**config.mk**
```make
export PLATFORM = sky130hd
export DESIGN_NAME = microwave_timer_ctrl
export DESIGN_NICKNAME = d
export VERILOG_FILES = /design/src/rtl/microwave_pkg.sv /design/src/rtl/tick_prescaler.sv /design/src/rtl/microwave_timer_ctrl.sv
export SDC_FILE = /design/constraint.sdc
export NUM_CORES = 1
export LEC_CHECK = 0
export CAP_MARGIN = 10
export CORE_MARGIN = 2
export CORE_UTILIZATION = 40
export CTS_CLUSTER_DIAMETER = 50
export DETAILED_ROUTE_END_ITERATION = 10
export SETUP_SLACK_MARGIN = 0.2
export SYNTH_ARGS = -nofsm -noshare
export SYNTH_HDL_FRONTEND = slang
export SYNTH_SLANG_ARGS = --single-unit
```
**constraint.sdc**
```tcl
create_clock -name clock -period 3.3 [get_ports clock]
set_input_delay 0.66 -clock clock [delete_from_list [all_inputs] [get_ports clock]]
set_output_delay 0.66 -clock clock [all_outputs]
set_load 0.01 [all_outputs]
```
**src/rtl/microwave_pkg.sv**
```systemverilog
// Shared state encodings and BCD digit geometry for the microwave cook-timer controller.
package microwave_pkg;

    typedef enum logic [2:0] {
        ST_IDLE  = 3'd0,
        ST_ENTRY = 3'd1,
        ST_LOAD  = 3'd2,
        ST_COOK  = 3'd3,
        ST_PAUSE = 3'd4,
        ST_DONE  = 3'd5
    } state_e;

    localparam int BCD_W   = 4;
    localparam int DIGITS  = 3;
    localparam int ENTRY_W = BCD_W * DIGITS;

    localparam logic [BCD_W-1:0] SEC_TENS_MAX = 4'd5;
    localparam logic [BCD_W-1:0] BCD_MAX      = 4'd9;

    function automatic logic is_bcd(input logic [BCD_W-1:0] digit);
        return digit <= BCD_MAX;
    endfunction

endpackage

```
**src/rtl/tick_prescaler.sv**
```systemverilog
// Mod-TICK_DIV counter with synchronous clear and hold; o_tick marks the wrap cycle.
module tick_prescaler #(
    parameter int TICK_DIV = 100
) (
    input  logic clock,
    input  logic clrn,
    input  logic i_clear,
    input  logic i_hold,
    output logic o_tick
);

    localparam int               CNT_W = (TICK_DIV > 1) ? $clog2(TICK_DIV) : 1;
    localparam logic [CNT_W-1:0] TERM  = CNT_W'(TICK_DIV - 1);

    logic [CNT_W-1:0] r_count;
    logic             w_wrap;

    assign w_wrap = (r_count == TERM);
    // Clear is deliberately left out of o_tick so the parent's next-state logic can drive it without a loop.
    assign o_tick = w_wrap && !i_hold;

    // NOTE: sequential state is updated with non-blocking assignments only, so every flop samples pre-edge values.
    always_ff @(posedge clock or negedge clrn) begin
        if (!clrn) begin
            r_count <= '0;
        end else if (i_clear) begin
            r_count <= '0;
        end else if (!i_hold) begin
            r_count <= w_wrap ? '0 : r_count + CNT_W'(1);
        end
    end

endmodule

```
**src/rtl/microwave_timer_ctrl.sv**
```systemverilog
// Sequences keypad entry, counter load, 1 Hz countdown pacing, pause/resume and the completion beep.
module microwave_timer_ctrl
    import microwave_pkg::*;
#(
    parameter int TICK_DIV  = 100,
    parameter int BEEP_SECS = 3
) (
    input  logic               clock,
    input  logic               clrn,
    input  logic               key_valid,
    input  logic [BCD_W-1:0]   key_data,
    input  logic               start,
    input  logic               stop,
    input  logic               door_closed,
    input  logic               timer_zero,
    output logic [ENTRY_W-1:0] load_data,
    output logic               cnt_loadn,
    output logic               cnt_enable,
    output logic               cnt_clrn,
    output logic               mag_on,
    output logic               beep,
    output logic [2:0]         state
);

    localparam int               BEEP_W    = (BEEP_SECS > 1) ? $clog2(BEEP_SECS) : 1;
    localparam logic [BEEP_W-1:0] BEEP_LAST = BEEP_W'(BEEP_SECS - 1);

    state_e             r_state;
    logic [ENTRY_W-1:0] r_entry;
    logic               r_cnt_loadn;
    logic               r_cnt_enable;
    logic               r_cnt_clrn;
    logic               r_mag_on;
    logic               r_beep;
    logic               r_cook_first;
    logic [BEEP_W-1:0]  r_beep_cnt;

    state_e             w_next_state;
    logic [ENTRY_W-1:0] w_next_entry;
    logic [ENTRY_W-1:0] w_shift_entry;
    logic               w_key_ok;
    logic               w_start_ok;
    logic               w_clr_chain;
    logic               w_enter_cook;
    logic               w_enter_done;
    logic               w_tick;

    assign w_key_ok      = key_valid && is_bcd(key_data);
    assign w_shift_entry = {r_entry[ENTRY_W-BCD_W-1:0], key_data};
    assign w_start_ok    = door_closed && (r_entry != '0) &&
                           (r_entry[2*BCD_W-1:BCD_W] <= SEC_TENS_MAX);
    assign w_enter_cook  = (w_next_state == ST_COOK) && (r_state != ST_COOK);
    assign w_enter_done  = (w_next_state == ST_DONE) && (r_state != ST_DONE);

    // One prescaler paces both the cook seconds and the beep seconds; a fresh second starts on each entry.
    tick_prescaler #(
        .TICK_DIV (TICK_DIV)
    ) u_prescaler (
        .clock   (clock),
        .clrn    (clrn),
        .i_clear (w_enter_cook || w_enter_done),
        .i_hold  (!((r_state == ST_COOK) || (r_state == ST_DONE))),
        .o_tick  (w_tick)
    );

    // NOTE: every signal written here gets a default first, so no path can infer a latch.
    always_comb begin
        w_next_state = r_state;
        w_next_entry = r_entry;
        w_clr_chain  = 1'b0;
        case (r_state)
            ST_IDLE: begin
                if (!stop && w_key_ok) begin
                    w_next_entry = w_shift_entry;
                    w_next_state = ST_ENTRY;
                end
            end
            ST_ENTRY: begin
                if (stop) begin
                    w_next_entry = '0;
                    w_next_state = ST_IDLE;
                end else if (start) begin
                    if (w_start_ok) w_next_state = ST_LOAD;
                end else if (w_key_ok) begin
                    w_next_entry = w_shift_entry;
                end
            end
            ST_LOAD: w_next_state = ST_COOK;
            ST_COOK: begin
                // The chain was loaded on the edge entering COOK; its zero flag is trusted one cycle later.
                if (stop || !door_closed) begin
                    w_next_state = ST_PAUSE;
                end else if (timer_zero && !r_cook_first) begin
                    w_next_entry = '0;
                    w_next_state = ST_DONE;
                end
            end
            ST_PAUSE: begin
                if (stop) begin
                    w_clr_chain  = 1'b1;
                    w_next_entry = '0;
                    w_next_state = ST_IDLE;
                end else if (start && door_closed) begin
                    w_next_state = ST_COOK;
                end
            end
            ST_DONE: begin
                if (stop || (w_tick && (r_beep_cnt == BEEP_LAST))) w_next_state = ST_IDLE;
            end
            default: w_next_state = ST_IDLE;
        endcase
    end

    // Outputs are registered from the next state so they line up with the state they belong to.
    always_ff @(posedge clock or negedge clrn) begin
        if (!clrn) begin
            r_state      <= ST_IDLE;
            r_entry      <= '0;
            r_cnt_loadn  <= 1'b1;
            r_cnt_enable <= 1'b0;
            r_cnt_clrn   <= 1'b1;
            r_mag_on     <= 1'b0;
            r_beep       <= 1'b0;
            r_cook_first <= 1'b0;
            r_beep_cnt   <= '0;
        end else begin
            r_state      <= w_next_state;
            r_entry      <= w_next_entry;
            r_cnt_loadn  <= (w_next_state != ST_LOAD);
            r_cnt_enable <= w_tick && (r_state == ST_COOK) && (w_next_state == ST_COOK);
            r_cnt_clrn   <= !w_clr_chain;
            r_mag_on     <= (w_next_state == ST_COOK);
            r_beep       <= (w_next_state == ST_DONE);
            r_cook_first <= w_enter_cook;
            if (w_enter_done) begin
                r_beep_cnt <= '0;
            end else if ((r_state == ST_DONE) && w_tick) begin
                r_beep_cnt <= r_beep_cnt + BEEP_W'(1);
            end
        end
    end

    assign load_data  = r_entry;
    assign cnt_loadn  = r_cnt_loadn;
    assign cnt_enable = r_cnt_enable;
    assign cnt_clrn   = r_cnt_clrn;
    assign mag_on     = r_mag_on;
    assign beep       = r_beep;
    assign state      = r_state;

endmodule

```
==> run_results.csv, run 1 <==
group,metric,value,unit
logic_synthesis,mappedNetlistArea,1620,um2
logic_synthesis,syn_avg_cell_area,9.96,um2
placement,gp_congestion,0.878,
logic_synthesis,async_reset_ff_share,100,%
logic_synthesis,synth_edf_count,0,
floorplanning,die_height,67.7,um
sta,rsz0062_at_grt,"no",
sta,fin_crit_sh,68.2,%
clocking,cts_resized,0,
route,dr.pass1.iters,4,
run,cap_viol_max_count,0,
power_and_ir_drop,p_total,0.00146,W
setup_path,required,3.45,ns
route,vias_per_cell,5.26,
clocking,clock_path_buffers,2,
sta,finalSetupViolCount,0,
clocking,cts.sink_count,30,
sta,layout_setup_ws,1.05,ns
floorplanning,die_area,4580,um2
sta,worst_hold_slack,0.526,ns
setup_path,end_kind,"flop",
route,ant_nets,0,
logic_synthesis,netlist.area_leader.share,43.2,%
clocking,cts_setup_buffers,0,
layout,fillCellCount,362,
sta,setup_tns,0,ns
setup_path,cp-start-kind,"input pin",
logic_synthesis,ys_warn_count,0,
layout,antenna_cells,0,
sta,slew_headroom,49.0,%
route,drt_iter0_markers,51,
layout,drive_above_1_share,12.3,%
placement,pre_cts_slack,0.778,ns
logic_synthesis,synth-xor-area-share,3.86,%
logic_synthesis,synth_compound_area_share,16.4,%
power_and_ir_drop,peakVddDrop,435,uV
logic_synthesis,synthAdderAreaFrac,1.54,%
setup_path,worst-setup-path-type,"in2reg",
floorplanning,start_util,41.2,%
outcome,outcome,"complete, no violations",
grt,antenna_found_initial,0,
clocking,ctsRootBufferMaster,"clkbuf_8",
clocking,clkLatencyLatePin,0.27,ns
clocking,tritoncts,"done",
route,vias,1289,
floorplanning,row_count,23,
logic_synthesis,ys_ff_latch,30,
clocking,cts_max_level,2,
sta,worstMarginPinSlew,0.762,ns
clocking,path_clk_slew,0.06,ns
power_and_ir_drop,p_per_area,720,nW/um2
logic_synthesis,yosysSeqAreaShare,46.4,%
clocking,cts_buffers,5,
layout,nets,208,
setup_path,crit_arrival,2.40,ns
grt,grt_pass1_vias,1239,
logic_synthesis,synth_nets,176,
logic_synthesis,synth_top_family_by_area,"simple AND/OR/NAND/NOR gates",
power_and_ir_drop,p_leak,0.879,nW
sta,clock.fmax,444,MHz
sta,hold_violations,0,
placement,port_buffers,30,
floorplanning,core,3940,um2
clocking,ctsHoldBuffers,0,
logic_synthesis,ys_types,46,
logic_synthesis,synth-simple-area-share,27.3,%
setup_path,cp_max_fo,10,
placement,hpwl,2470,um
grt,grt_overflow,0,
route,wl,3410,um
grt,grt_pass1_wl,5820,um
logic_synthesis,synth_cells,163,
logic_synthesis,muxShareOfSynthArea,0.617,%
floorplanning,die_w,67.7,um
grt,grt_max_degree,31,
floorplanning,ios,31,
logic_synthesis,synth_area_leaders,"dfrtp_1 43%, nand2_1 8.3%, o21ai_1 4.6%",
layout,syn_to_final_growth,25.3,%
sta,report.final.slew_viol_count,0,
route,wire_per_inst,13.9,um
logic_synthesis,synth_top_flop_cell,"dfrtp_1",
grt,grt_util_all_layers,17.4,%
layout,ff_latch_area,753,um2
sta,layout_min_cycle_time,2.25,ns
layout,multi_input_area,807,um2
route,post-route-drc-count,0,
min_path,min_path_type,"reg2reg",
logic_synthesis,yosysTopAreaCell,"dfrtp_1",
sta,fin_worst_skew,0.00514,ns
==> cell type report <==
cell class | count | share of cell area [%]
multi-input cells | 121 | 39.7
flip-flops and latches | 30 | 37.0
repair buffers | 32 | 15.5
clock buffers | 7 | 3.75
well taps | 50 | 3.08
inverters | 5 | 0.923
==> cells by family after synthesis <==
| group | count (synthesis) |
|---|---|
| buf+inv | 12 |
| mux | 1 |
| simple gates | 80 |
| compound gates | 33 |
| xor+xnor | 5 |
| fa+ha+maj | 2 |
| flops | 30 |
==> metal layers <==
metal | GRT usage (%) | routed length, um
met5 | 0 | 0
met4 | 7.65 | 46
met3 | 5.67 | 186
met1 | 22.9 | 1610
met2 | 26.0 | 1570
==> where the power goes <==
| part | switching (W) | leakage (nW) | internal (W) | total (W) |
|---|---|---|---|---|
| clock | 0.000121 | 0.0383 | 0.000145 | 0.000266 |
| combinational | 0.000306 | 0.453 | 0.000292 | 0.000598 |
| sequential | 0.000131 | 0.388 | 0.000469 | 0.000599 |
| total | 0.000557 | 0.879 | 0.000905 | 0.00146 |
==> sequential cells by signal, summed over array words and instances (netlist names), 2 cells and up <==
signal and cells:
u_prescaler.r_count 7, state 3, load_data 12, r_beep_cnt 2
==> metrics by stage <==
| stage | cells | utilization [%] | cell area (um2) |
|---|---|---|---|
| after floorplan | 163 | - | 1620 |
| after global placement | 238 | 49.6 | 1960 |
| after detailed placement | 238 | 49.6 | 1960 |
| after CTS | 245 | 51.6 | 2030 |
| after global routing | 245 | 51.6 | 2030 |
| final | 245 | 51.6 | 2030 |
==> placed cells by master, fill, tap and decap left out, types with 2 or more instances in the layout <==
cell type	count
nand2_1	36
clkdlybuf4s50_1	30
dfrtp_1	28
o21ai_1	15
nor3_1	7
nand4_1	6
inv_1	5
nand2b_1	5
clkbuf_8	5
a21oi_1	4
nor2_1	4
xor2_1	4
nand3_1	3
a2111oi_2	3
nor4_1	2
and3_1	2
nor2b_1	2
ha_1	2
clkbuf_1	2
dfstp_2	2
buf_4	2
==> synth_stat cells, drive strengths merged, types with 2 or more instances <==
| cell type | n |
|---|---|
| nand2 | 36 |
| dfrtp | 28 |
| o21ai | 16 |
| nor3 | 8 |
| buf | 7 |
| nand4 | 7 |
| a21oi | 5 |
| inv | 5 |
| nand2b | 5 |
| xor2 | 5 |
| nor2 | 4 |
| a2111oi | 3 |
| nand3 | 3 |
| nor2b | 3 |
| and3 | 2 |
| dfstp | 2 |
| ha | 2 |
| nor4 | 2 |
==> final timing paths <==
kind                                from             to  slack (ns)  cells after the start
setup / recovery                    stop  r_beep_cnt[0]        1.05                      5
hold / removal             r_beep_cnt[0]  r_beep_cnt[0]        0.53                      2
setup reg to reg                state[2]   load_data[9]        1.31                      5
hold reg to reg            r_beep_cnt[0]  r_beep_cnt[0]        0.53                      2
max in group asynchronous           clrn      cnt_loadn        2.20                      2
min in group asynchronous           clrn     cnt_enable        0.78                      2
==> critical path, stage by stage <==
cell and delay [ns]:
clkdlybuf4s50_1 0.59, nor4b_4 0.36, o21ai_1 0.20, a41oi_4 0.46, o21ai_1 0.12
Note: power is estimated with default switching activity, not from simulation.
==> run 2, diff against run 1 <==
--- a/config.mk
+++ b/config.mk
@@ -10,6 +10,7 @@
 export CORE_UTILIZATION = 40
 export CTS_CLUSTER_DIAMETER = 50
 export DETAILED_ROUTE_END_ITERATION = 10
+export PLACE_DENSITY = 0.67
 export SETUP_SLACK_MARGIN = 0.2
 export SYNTH_ARGS = -nofsm -noshare
 export SYNTH_HDL_FRONTEND = slang
==> constraint.sdc (replaced) <==
create_clock -name clock -period 2 [get_ports clock]
set_input_delay 0.4 -clock clock [delete_from_list [all_inputs] [get_ports clock]]
set_output_delay 0.4 -clock clock [all_outputs]
set_load 0.01 [all_outputs]
==> run 2 against run 1 <==
Effect of this change: clock power rose to 2.9 times the previous value; sequential share of layout area down 3.9 points; utilization up 6.3 points; design area up 12%; flip-flop and latch count unchanged; via count up 8.1%.
==> run_results.csv, run 2 (synthesized netlist as in run 1, its figures left out) <==
group,metric,value,unit
placement,gp_congestion,0.856,
floorplanning,die_height,67.7,um
sta,layout_min_cycle_time,1.76,ns
power_and_ir_drop,p_per_area,1290,nW/um2
clocking,cts.sink_count,30,
sta,hold_violations,0,
power_and_ir_drop,p_int,0.00190,W
layout,layout_common_cells,"36 x nand2_1, 29 x clkdlybuf4s50_1, 25 x dfrtp_1",
route,drt_iter0_markers,68,
layout,final_cell_area,2280,um2
power_and_ir_drop,pwr-share-seq,33.1,%
grt,grt_util_all_layers,19.9,%
sta,worstMarginPinSlew,0.378,ns
sta,setup_tns,0,ns
layout,drive_above_1_share,23.7,%
sta,rsz0062_at_grt,"yes",
setup_path,cp-start-kind,"flop",
placement,placed_area,2030,um2
layout,mostFrequentLayoutCell,"nand2_1",
setup_path,crit_cells,1,
setup_path,critPathMaxStageDelay,0.58,ns
sta,finalSetupViolCount,0,
route,dr.pass1.iters,4,
clocking,path_clk_slew,0.07,ns
grt,antenna_found_initial,0,
setup_path,worst_r2r_path_depth,7,
layout,fillCellCount,322,
floorplanning,start_util,41.2,%
setup_path,crit_arrival,1.36,ns
sta,fin_crit_sh,88.1,%
setup_path,endpoint,"state[1]",
placement,port_buffers,30,
setup_path,worst-setup-path-type,"reg2out",
power_and_ir_drop,peakVddDrop,661,uV
min_path,min_path_type,"in2async",
run,cap_viol_max_count,0,
floorplanning,die_area,4580,um2
setup_path,required,1.60,ns
route,wl,4120,um
outcome,outcome,"complete, no violations",
route,wire_per_inst,15.8,um
power_and_ir_drop,p_sw,0.00104,W
sta,slew_headroom,74.8,%
floorplanning,die_w,67.7,um
setup_path,cp_slowest_cell,"clkdlybuf4s50_1",
setup_path,r2r-end,"u_prescaler.r_count[4]",
grt,grt_pass1_wl,6630,um
clocking,cts_buffers,5,
placement,hpwl,2800,um
setup_path,reg2reg_from,"state[1]",
route,vias,1394,
clocking,ctsRootBufferMaster,"clkbuf_8",
clocking,clock_path_buffers,2,
power_and_ir_drop,switching_share,35.3,%
setup_path,reg2reg_slack,0.24,ns
floorplanning,ios,31,
clocking,tritoncts,"done",
floorplanning,row_count,23,
setup_path,worstPathCellList,"clkdlybuf4s50_1",
sta,clock.fmax,567,MHz
grt,grt_max_degree,31,
layout,syn_to_final_growth,40.6,%
route,ant_nets,0,
sta,fin_worst_skew,0.00521,ns
grt,grt_pass1_vias,1432,
floorplanning,core,3940,um2
setup_path,crit_start,"state[1]",
sta,report.final.slew_viol_count,0,
clocking,clkLatencyLatePin,0.29,ns
layout,antenna_cells,0,
setup_path,end_kind,"primary output",
layout,nets,223,
setup_path,cp_max_fo,6,
power_and_ir_drop,p_leak,0.996,nW
setup_path,critPathBufInv,1,
grt,grt_overflow,0,
layout,final_core_util,57.9,%
power_and_ir_drop,comb_power_share,40.7,%
route,post-route-drc-count,0,
power_and_ir_drop,pwr-share-clk,26.2,%
layout,largest_reg_flops,12,
route,vias_per_cell,5.34,
clocking,cts_max_level,2,
setup_path,crit_family,"buffers and inverters",
power_and_ir_drop,p_total,0.00294,W
-- run 2: layout make-up --
class / instances / area [um2] / share of cell area (%)
clock buffer: 6 / 82.6 / 3.62
clock inverter: 2 / 60.1 / 2.63
inverter: 5 / 18.8 / 0.822
multi-input combinational: 121 / 857 / 37.6
sequential: 30 / 757 / 33.2
tap: 50 / 62.6 / 2.74
timing repair buffer: 47 / 444 / 19.5
-- run 2: how the worst min path moves through the flow --
stage	from	end	slack, ns	depth (start not counted)
5_1_grt	clrn	u_prescaler.r_count[4]	0.52	2
4_1_cts	clrn	u_prescaler.r_count[2]	0.50	2
2_1_floorplan	clrn	beep	0.10	0
3_3_place_gp	load_data[8]	load_data[8]	0.50	2
3_5_place_dp	load_data[8]	load_data[8]	0.50	2
6_report	clrn	u_prescaler.r_count[2]	0.48	2
-- run 2: timing repair --
action / CTS / global route
endpoints found under the setup margin: 25 / 22
resized for setup: 7 / 7
hold buffers: 0 / 0
pin swaps: 2 / 2
setup buffers: 4 / 3
-- run 2: metrics by stage --
stage	cells	setup slack, ns	hold slack (ns)
2_1_floorplan	163	0.348	0.104
3_3_place_gp	246	-0.119	0.501
3_5_place_dp	246	-0.214	0.504
4_1_cts	258	0.182	0.503
5_1_grt	261	0.186	0.524
6_report	261	0.238	0.484
-- run 2: per-layer routing --
layer / vias up / track usage (%) / part of all wire, %
met2: 35 / 32.5 / 52
li1: 666 / - / -
met1: 682 / 24.4 / 42
met3: 11 / 6.83 / 4.3
met4: 0 / 6.89 / 2.1
met5: - / 0 / 0
-- run 2: power groups by stage --
stage          Clock, W  Sequential [W]  Combinational, W
5_1_grt        0.000811         0.00100           0.00132
3_3_place_gp          0        0.000966           0.00110
3_5_place_dp          0        0.000974           0.00114
2_1_floorplan         0        0.000966          0.000625
4_1_cts        0.000780        0.000969           0.00116
6_report       0.000772        0.000973           0.00120
